$ cat src/rtl/shared_pkg.sv
// Shared types and constants for the FIFO burst reader.
package shared_pkg;

    typedef enum logic [1:0] {RD_IDLE, RD_BURST, RD_DRAIN, RD_DONE} rd_state_e;

    localparam int unsigned FIFO_RD_LATENCY = 1;

endpackage

$ cat src/rtl/fifo_burst_reader_if.sv
// Control, FIFO read-port and output-stream signals of the burst reader.
// FIFO_BURST_READER_CHECKSUM_EN adds the checksum signal.
interface fifo_burst_reader_if #(
    parameter int unsigned DATA_WIDTH = 16,
    parameter int unsigned LEN_WIDTH  = 16
);

    logic                  start;
    logic [LEN_WIDTH-1:0]  burst_len;
    logic                  busy;
    logic                  done;
    logic                  fifo_rd_en;
    logic                  fifo_empty;
    logic [DATA_WIDTH-1:0] fifo_data_out;
    logic                  m_valid;
    logic                  m_ready;
    logic [DATA_WIDTH-1:0] m_data;
    logic [LEN_WIDTH-1:0]  rd_count;
`ifdef FIFO_BURST_READER_CHECKSUM_EN
    logic [DATA_WIDTH-1:0] checksum;
`endif

    modport master (
        input  start, burst_len, fifo_empty, fifo_data_out, m_ready,
`ifdef FIFO_BURST_READER_CHECKSUM_EN
        output checksum,
`endif
        output busy, done, fifo_rd_en, m_valid, m_data, rd_count
    );

    modport slave (
        output start, burst_len, fifo_empty, fifo_data_out, m_ready,
`ifdef FIFO_BURST_READER_CHECKSUM_EN
        input  checksum,
`endif
        input  busy, done, fifo_rd_en, m_valid, m_data, rd_count
    );

endinterface

$ cat src/rtl/fifo_reader_skid.sv
// Two-entry output buffer that absorbs the FIFO read latency; head is the
// oldest word and stays put until popped.
module fifo_reader_skid #(
    parameter int unsigned DATA_WIDTH = 16
) (
    input  logic                  clk,
    input  logic                  rst,
    input  logic                  push,
    input  logic [DATA_WIDTH-1:0] push_data,
    input  logic                  pop,
    output logic [1:0]            buf_cnt,
    output logic [DATA_WIDTH-1:0] head
);

    logic [DATA_WIDTH-1:0] head_q, head_d;
    logic [DATA_WIDTH-1:0] tail_q, tail_d;
    logic [1:0]            cnt_q, cnt_d;
    logic                  pop_ok, push_ok;

    always_comb begin
        head_d  = head_q;
        tail_d  = tail_q;
        cnt_d   = cnt_q;
        pop_ok  = pop && (cnt_q != 2'd0);
        push_ok = push && ((cnt_q != 2'd2) || pop_ok);
        unique case ({push_ok, pop_ok})
            2'b10: begin
                if (cnt_q == 2'd0) begin
                    head_d = push_data;
                end else begin
                    tail_d = push_data;
                end
                cnt_d = cnt_q + 2'd1;
            end
            2'b01: begin
                head_d = tail_q;
                cnt_d  = cnt_q - 2'd1;
            end
            2'b11: begin
                // Count is unchanged; the new word lands behind whatever survives the pop.
                if (cnt_q == 2'd1) begin
                    head_d = push_data;
                end else begin
                    head_d = tail_q;
                    tail_d = push_data;
                end
            end
            default: ;
        endcase
    end

    always_ff @(posedge clk or posedge rst) begin
        if (rst) begin
            head_q <= '0;
            tail_q <= '0;
            cnt_q  <= 2'd0;
        end else begin
            head_q <= head_d;
            tail_q <= tail_d;
            cnt_q  <= cnt_d;
        end
    end

    assign buf_cnt = cnt_q;
    assign head    = head_q;

endmodule

$ cat src/rtl/fifo_burst_reader.sv
// Burst reader: pops burst_len words from the FIFO and streams them out.
// FIFO_BURST_READER_CHECKSUM_EN adds an XOR checksum of the transferred words.
module fifo_burst_reader
    import shared_pkg::*;
#(
    parameter int unsigned DATA_WIDTH = 16,
    parameter int unsigned LEN_WIDTH  = 16
) (
    input logic                 clk,
    input logic                 rst,
    fifo_burst_reader_if.master bus
);

    localparam int unsigned BUF_DEPTH = FIFO_RD_LATENCY + 1;

    rd_state_e             state_q, state_d;
    logic [LEN_WIDTH-1:0]  len_q;
    logic [LEN_WIDTH-1:0]  issued_q;
    logic [LEN_WIDTH-1:0]  rd_count_q;
    logic                  inflight_q;
    logic [1:0]            buf_cnt;
    logic [DATA_WIDTH-1:0] buf_head;
    logic                  start_ok;
    logic                  xfer;
    logic                  rd_en;
    logic [2:0]            occupancy;

    assign start_ok = (state_q == RD_IDLE) && bus.start;
    assign xfer     = bus.m_valid && bus.m_ready;

    // Words buffered or in flight after this cycle's pop; never exceeds the buffer depth.
    assign occupancy = {1'b0, buf_cnt} + {2'b00, inflight_q} - {2'b00, xfer};
    assign rd_en     = (state_q == RD_BURST) && !bus.fifo_empty && (issued_q < len_q)
                       && (occupancy < 3'(BUF_DEPTH));

    always_comb begin
        state_d = state_q;
        unique case (state_q)
            RD_IDLE: begin
                if (bus.start) begin
                    state_d = (bus.burst_len != '0) ? RD_BURST : RD_DONE;
                end
            end
            RD_BURST: begin
                if (issued_q == len_q) begin
                    state_d = RD_DRAIN;
                end
            end
            RD_DRAIN: begin
                if ((rd_count_q + LEN_WIDTH'(xfer)) == len_q) begin
                    state_d = RD_DONE;
                end
            end
            RD_DONE: state_d = RD_IDLE;
            default: state_d = RD_IDLE;
        endcase
    end

    always_ff @(posedge clk or posedge rst) begin
        if (rst) begin
            state_q    <= RD_IDLE;
            len_q      <= '0;
            issued_q   <= '0;
            rd_count_q <= '0;
            inflight_q <= 1'b0;
        end else begin
            state_q    <= state_d;
            inflight_q <= rd_en;
            if (start_ok) begin
                len_q      <= bus.burst_len;
                issued_q   <= '0;
                rd_count_q <= '0;
            end else begin
                if (rd_en) begin
                    issued_q <= issued_q + LEN_WIDTH'(1);
                end
                if (xfer) begin
                    rd_count_q <= rd_count_q + LEN_WIDTH'(1);
                end
            end
        end
    end

    fifo_reader_skid #(
        .DATA_WIDTH(DATA_WIDTH)
    ) u_skid (
        .clk      (clk),
        .rst      (rst),
        .push     (inflight_q),
        .push_data(bus.fifo_data_out),
        .pop      (xfer),
        .buf_cnt  (buf_cnt),
        .head     (buf_head)
    );

    assign bus.busy       = (state_q != RD_IDLE);
    assign bus.done       = (state_q == RD_DONE);
    assign bus.fifo_rd_en = rd_en;
    assign bus.m_valid    = (buf_cnt != 2'd0);
    assign bus.m_data     = buf_head;
    assign bus.rd_count   = rd_count_q;

`ifdef FIFO_BURST_READER_CHECKSUM_EN
    logic [DATA_WIDTH-1:0] checksum_q;

    always_ff @(posedge clk or posedge rst) begin
        if (rst) begin
            checksum_q <= '0;
        end else if (start_ok) begin
            checksum_q <= '0;
        end else if (xfer) begin
            checksum_q <= checksum_q ^ bus.m_data;
        end
    end

    assign bus.checksum = checksum_q;
`endif

endmodule
$ cat src/flat_wrapper.sv
// flat-port wrapper written by rule: the top's interface ports become plain ports
module fifo_burst_reader_flat import shared_pkg::*;
#(
    parameter int unsigned DATA_WIDTH = 16,
    parameter int unsigned LEN_WIDTH  = 16
)
  (clk, rst, bus_start, bus_burst_len, bus_fifo_empty, bus_fifo_data_out, bus_m_ready, bus_busy, bus_done, bus_fifo_rd_en, bus_m_valid, bus_m_data, bus_rd_count);
  fifo_burst_reader_if #(.DATA_WIDTH(DATA_WIDTH), .LEN_WIDTH(LEN_WIDTH)) bus_i ();
  input logic clk;
  input logic rst;
  input wire logic [$bits(bus_i.start)-1:0] bus_start;
  input wire logic [$bits(bus_i.burst_len)-1:0] bus_burst_len;
  input wire logic [$bits(bus_i.fifo_empty)-1:0] bus_fifo_empty;
  input wire logic [$bits(bus_i.fifo_data_out)-1:0] bus_fifo_data_out;
  input wire logic [$bits(bus_i.m_ready)-1:0] bus_m_ready;
  output wire logic [$bits(bus_i.busy)-1:0] bus_busy;
  output wire logic [$bits(bus_i.done)-1:0] bus_done;
  output wire logic [$bits(bus_i.fifo_rd_en)-1:0] bus_fifo_rd_en;
  output wire logic [$bits(bus_i.m_valid)-1:0] bus_m_valid;
  output wire logic [$bits(bus_i.m_data)-1:0] bus_m_data;
  output wire logic [$bits(bus_i.rd_count)-1:0] bus_rd_count;
  assign bus_i.start = bus_start;
  assign bus_i.burst_len = bus_burst_len;
  assign bus_i.fifo_empty = bus_fifo_empty;
  assign bus_i.fifo_data_out = bus_fifo_data_out;
  assign bus_i.m_ready = bus_m_ready;
  assign bus_busy = bus_i.busy;
  assign bus_done = bus_i.done;
  assign bus_fifo_rd_en = bus_i.fifo_rd_en;
  assign bus_m_valid = bus_i.m_valid;
  assign bus_m_data = bus_i.m_data;
  assign bus_rd_count = bus_i.rd_count;
  fifo_burst_reader #(.DATA_WIDTH(DATA_WIDTH), .LEN_WIDTH(LEN_WIDTH)) u_core (.clk(clk), .rst(rst), .bus(bus_i));
endmodule
$ cat config.mk
export PLATFORM = sky130hd
export DESIGN_NAME = fifo_burst_reader_flat
export DESIGN_NICKNAME = d
export VERILOG_FILES = /design/src/rtl/shared_pkg.sv /design/src/rtl/fifo_burst_reader_if.sv /design/src/rtl/fifo_reader_skid.sv /design/src/rtl/fifo_burst_reader.sv /design/src/flat_wrapper.sv
export SDC_FILE = /design/constraint.sdc
export NUM_CORES = 1
export LEC_CHECK = 0
export ABC_AREA = 1
export BUFFER_PORTS_ARGS = -buffer_cell sky130_fd_sc_hd__clkbuf_2
export CORE_UTILIZATION = 40
export DETAILED_ROUTE_END_ITERATION = 8
export PLACE_DENSITY = 0.64
export SETUP_SLACK_MARGIN = 0.3
export SLEW_MARGIN = 20
export SYNTH_ARGS = -nofsm -noshare
export SYNTH_HDL_FRONTEND = slang
export SYNTH_HIERARCHICAL = 1
export SYNTH_SLANG_ARGS = --single-unit
$ cat constraint.sdc
create_clock -name clk -period 3.5 [get_ports clk]
set_clock_uncertainty 0.1 [all_clocks]
set_input_delay 0.7 -clock clk [delete_from_list [all_inputs] [get_ports clk]]
set_output_delay 0.7 -clock clk [all_outputs]
set_load 0.01 [all_outputs]
==> results.ini <==
[power_and_ir_drop]
switching_share_pct = 42.4
p_comb_share_pct = 45.8
p_int_w = 0.00266
p_leak_nw = 3.33
p_clk_share_pct = 20.5
power.density_nw_per_um2 = 704
switchingPower_w = 0.00197
seq_power_share_pct = 33.7
vdd_drop_max_mv = 0.320

[cells_and_area]
layout_commonest_cell = nand2_1
area_delta_synth_final_pct = 15.3
mostFrequentLayoutCells = nand2_1, nor2_1, dfrtp_1
nets = 954
fill_cells = 1446
drive_above_1_share_pct = 16.1
diodes = 0
fin_area_sq_um = 6570

[drt]
wl_per_cell_microns = 13.4
drtIter0Drc = 346
firstDrtPassIters = 4
viasPerCell = 4.95
drc = 0
vias = 5307
routed_wirelength_mm = 14.3
ant_nets = 0

[grt]
grt_first_pass_wirelength_mm = 23.8
grt_usage_pct = 20.7
first_global_vias = 4869
overflow = 0
antenna_found_initial = 0
grt_max_degree = 42

[clock_tree]
cts_buffers = 9
clkLatencyLatePin_ns = 0.34
cts_tree = built
cts_root_buf = clkbuf_16
cts.reportedPaths.clkPinSlew_ns = 0.06
clock_sinks = 85
htree_levels = 3
clk_path_buf_depth = 2

[critical_path]
startpoint = u_core/u_skid/buf_cnt[0]
crit_required_ns = 2.70
start_kind = flop
ff2ff_path_depth = 16
cp_common_cell = nand2_2
cp_slowest_cell = fa_1
end_kind = output port
arrival_ns = 2.49
path_max_fanout = 2
criticalPathCategory = reg2out
r2r_start = u_core/u_skid/buf_cnt[0]
max_stage_delay_ns = 0.51
crit_chain = inv_2 -> nand2_2 -> nand2_2 -> inv_2 -> ha_4 -> inv_2 -> nand2_2 -> fa_1 -> nand2_1 -> nor3_2 -> nand4_1 -> nor2_1 -> nand2_2 -> inv_4 -> buf_6

[die]
rows = 43
die_area_sq_um = 14700
ios = 73
core_sq_um = 13900
die_x_microns = 121
initial_core_util_pct = 41.1
die_h_microns = 121

[sta]
max_freq_mhz = 304
period_share_pct = 94.0
maxSlewViolCount = 0
hold_viol_final = 0
max-slew-margin-rel_pct = 58.4
hold_ws_ns = 0.243
setup_viol = 0
rsz0062_at_grt = yes
worst_pin_slew_ns = 0.622
tns_ns = 0
period_minus_slack_ns = 3.29

[yosys]
synth_seq_cells = 85
syn-instance-count = 816
synth_nets = 883
synth_edf_count = 0
syn_area_sq_um = 5700
avgSynthCellArea_sq_um = 6.98
yosysWarningCount = 6
ys_seq_area_share_pct = 37.3
yosys.area.top_type = dfrtp_1
synthFlopType = dfrtp_1
yosys.area.top_type_share_pct = 37.3
yosysUniqueCellTypes = 36
synth_area_leaders = dfrtp_1, nand2_1, ha_1, nor2_1, nand3_1
async_flop_share_pct = 100

[placed_design]
post-dp-hpwl_mm = 10.4
portBuffers = 72
placed_area_sq_um = 6200
gp_congestion = 0.872

[min_path]
hold_path_class = in2async

[flow_run]
cap_violations = 0

[run_status]
outcome = finished, final reports clean

## final timing paths
path	to	slack, ns
hold / removal	u_core/bus.rd_count[7]	0.24
hold reg to reg	u_core/u_skid/tail_q[0]	0.39
setup / recovery	bus_fifo_rd_en	0.21
min in group clk	u_core/u_skid/tail_q[0]	0.39
setup reg to reg	u_core/issued_q[10]	0.67
max in group asynchronous	u_core/state_q[0]	2.26
## sequential cells by signal (all words and copies together), names as in the netlist
signal and flops:
u_core/bus.rd_count 16, u_core/issued_q 16, u_core/len_q 16, u_core/u_skid/head 16
u_core/u_skid/tail_q 16, u_core/state_q 2, u_core/u_skid/buf_cnt 2, u_core/inflight_q 1
## metal layers
layer	wire (microns)	vias to the layer above	GRT usage, %	part of all wire [%]
li1	-	2769	-	-
met1	6900	2402	27.3	48
met2	6660	126	34.2	47
met3	624	10	4.23	4.4
met4	124	0	5.25	0.87
met5	0	-	0	0
## metrics by stage
stage          total power [W]  utilization [%]  instances  setup slack, ns
2_1_floorplan          0.00308                -        816            0.340
3_3_place_gp           0.00357             44.6       1049            0.143
3_5_place_dp           0.00363             44.6       1049            0.154
4_1_cts                0.00466             47.2       1070            0.110
5_1_grt                0.00506             47.4       1072           0.0662
6_report               0.00463             47.4       1072            0.208
## kinds of logic after synthesis
kind of cell,Yosys count,share of synthesized area [%]
buffers and inverters,108,7.99
AO/OA/AOI/OAI,77,7.25
flip-flops,85,37.3
adder cells (fa/ha/maj),30,6.72
XOR/XNOR,19,2.92
AND/OR/NAND/NOR,497,37.8
## final cells by class
cell class	count	area, sq um	area share [%]
multi-input cells	623	3140	47.8
well taps	180	225	3.43
repair buffers	88	487	7.40
clock buffers	15	258	3.92
inverters	80	303	4.61
clock inverters	1	30.0	0.457
flip-flops and latches	85	2130	32.4
## power groups by stage
stage | Clock, W | Combinational [W] | Sequential (W)
3_3_place_gp | 0 | 0.00201 | 0.00157
3_5_place_dp | 0 | 0.00205 | 0.00158
2_1_floorplan | 0 | 0.00151 | 0.00157
4_1_cts | 0.000981 | 0.00212 | 0.00156
5_1_grt | 0.00102 | 0.00244 | 0.00160
6_report | 0.000949 | 0.00212 | 0.00156
## critical path: cells and delay by family (launching register included)
| family | cells | cell delay (ns) |
|---|---|---|
| buffers and inverters | 5 | 0.32 |
| flip-flops | 1 | 0.39 |
| AND/OR/NAND/NOR | 8 | 0.72 |
| adder cells (fa/ha/maj) | 2 | 0.71 |
## cell usage after synthesis (2+ instances only)
library cell	number
a21oi_1	20
a31oi_1	2
buf_2	7
buf_4	7
buf_6	2
clkbuf_1	12
clkinv_1	2
dfrtp_1	85
ha_1	29
inv_1	72
inv_2	6
nand2_1	281
nand2_2	12
nand3_1	58
nand3b_1	3
nand4_1	26
nor2_1	87
nor2_2	6
nor2_4	4
nor3_1	10
nor4_1	5
o21ai_0	46
o31ai_1	4
xnor2_1	8
xor2_1	11
## repair_timing
| item | in CTS | in global routing |
|---|---|---|
| hold endpoints to repair | 0 | 0 |
| hold buffers | 0 | 0 |
| pin swaps | 8 | 7 |
| buffers inserted | 5 | 2 |
| gates resized for setup | 9 | 4 |
| endpoints found under the setup margin | 1 | 1 |
Power figures use the tool's default switching activity.
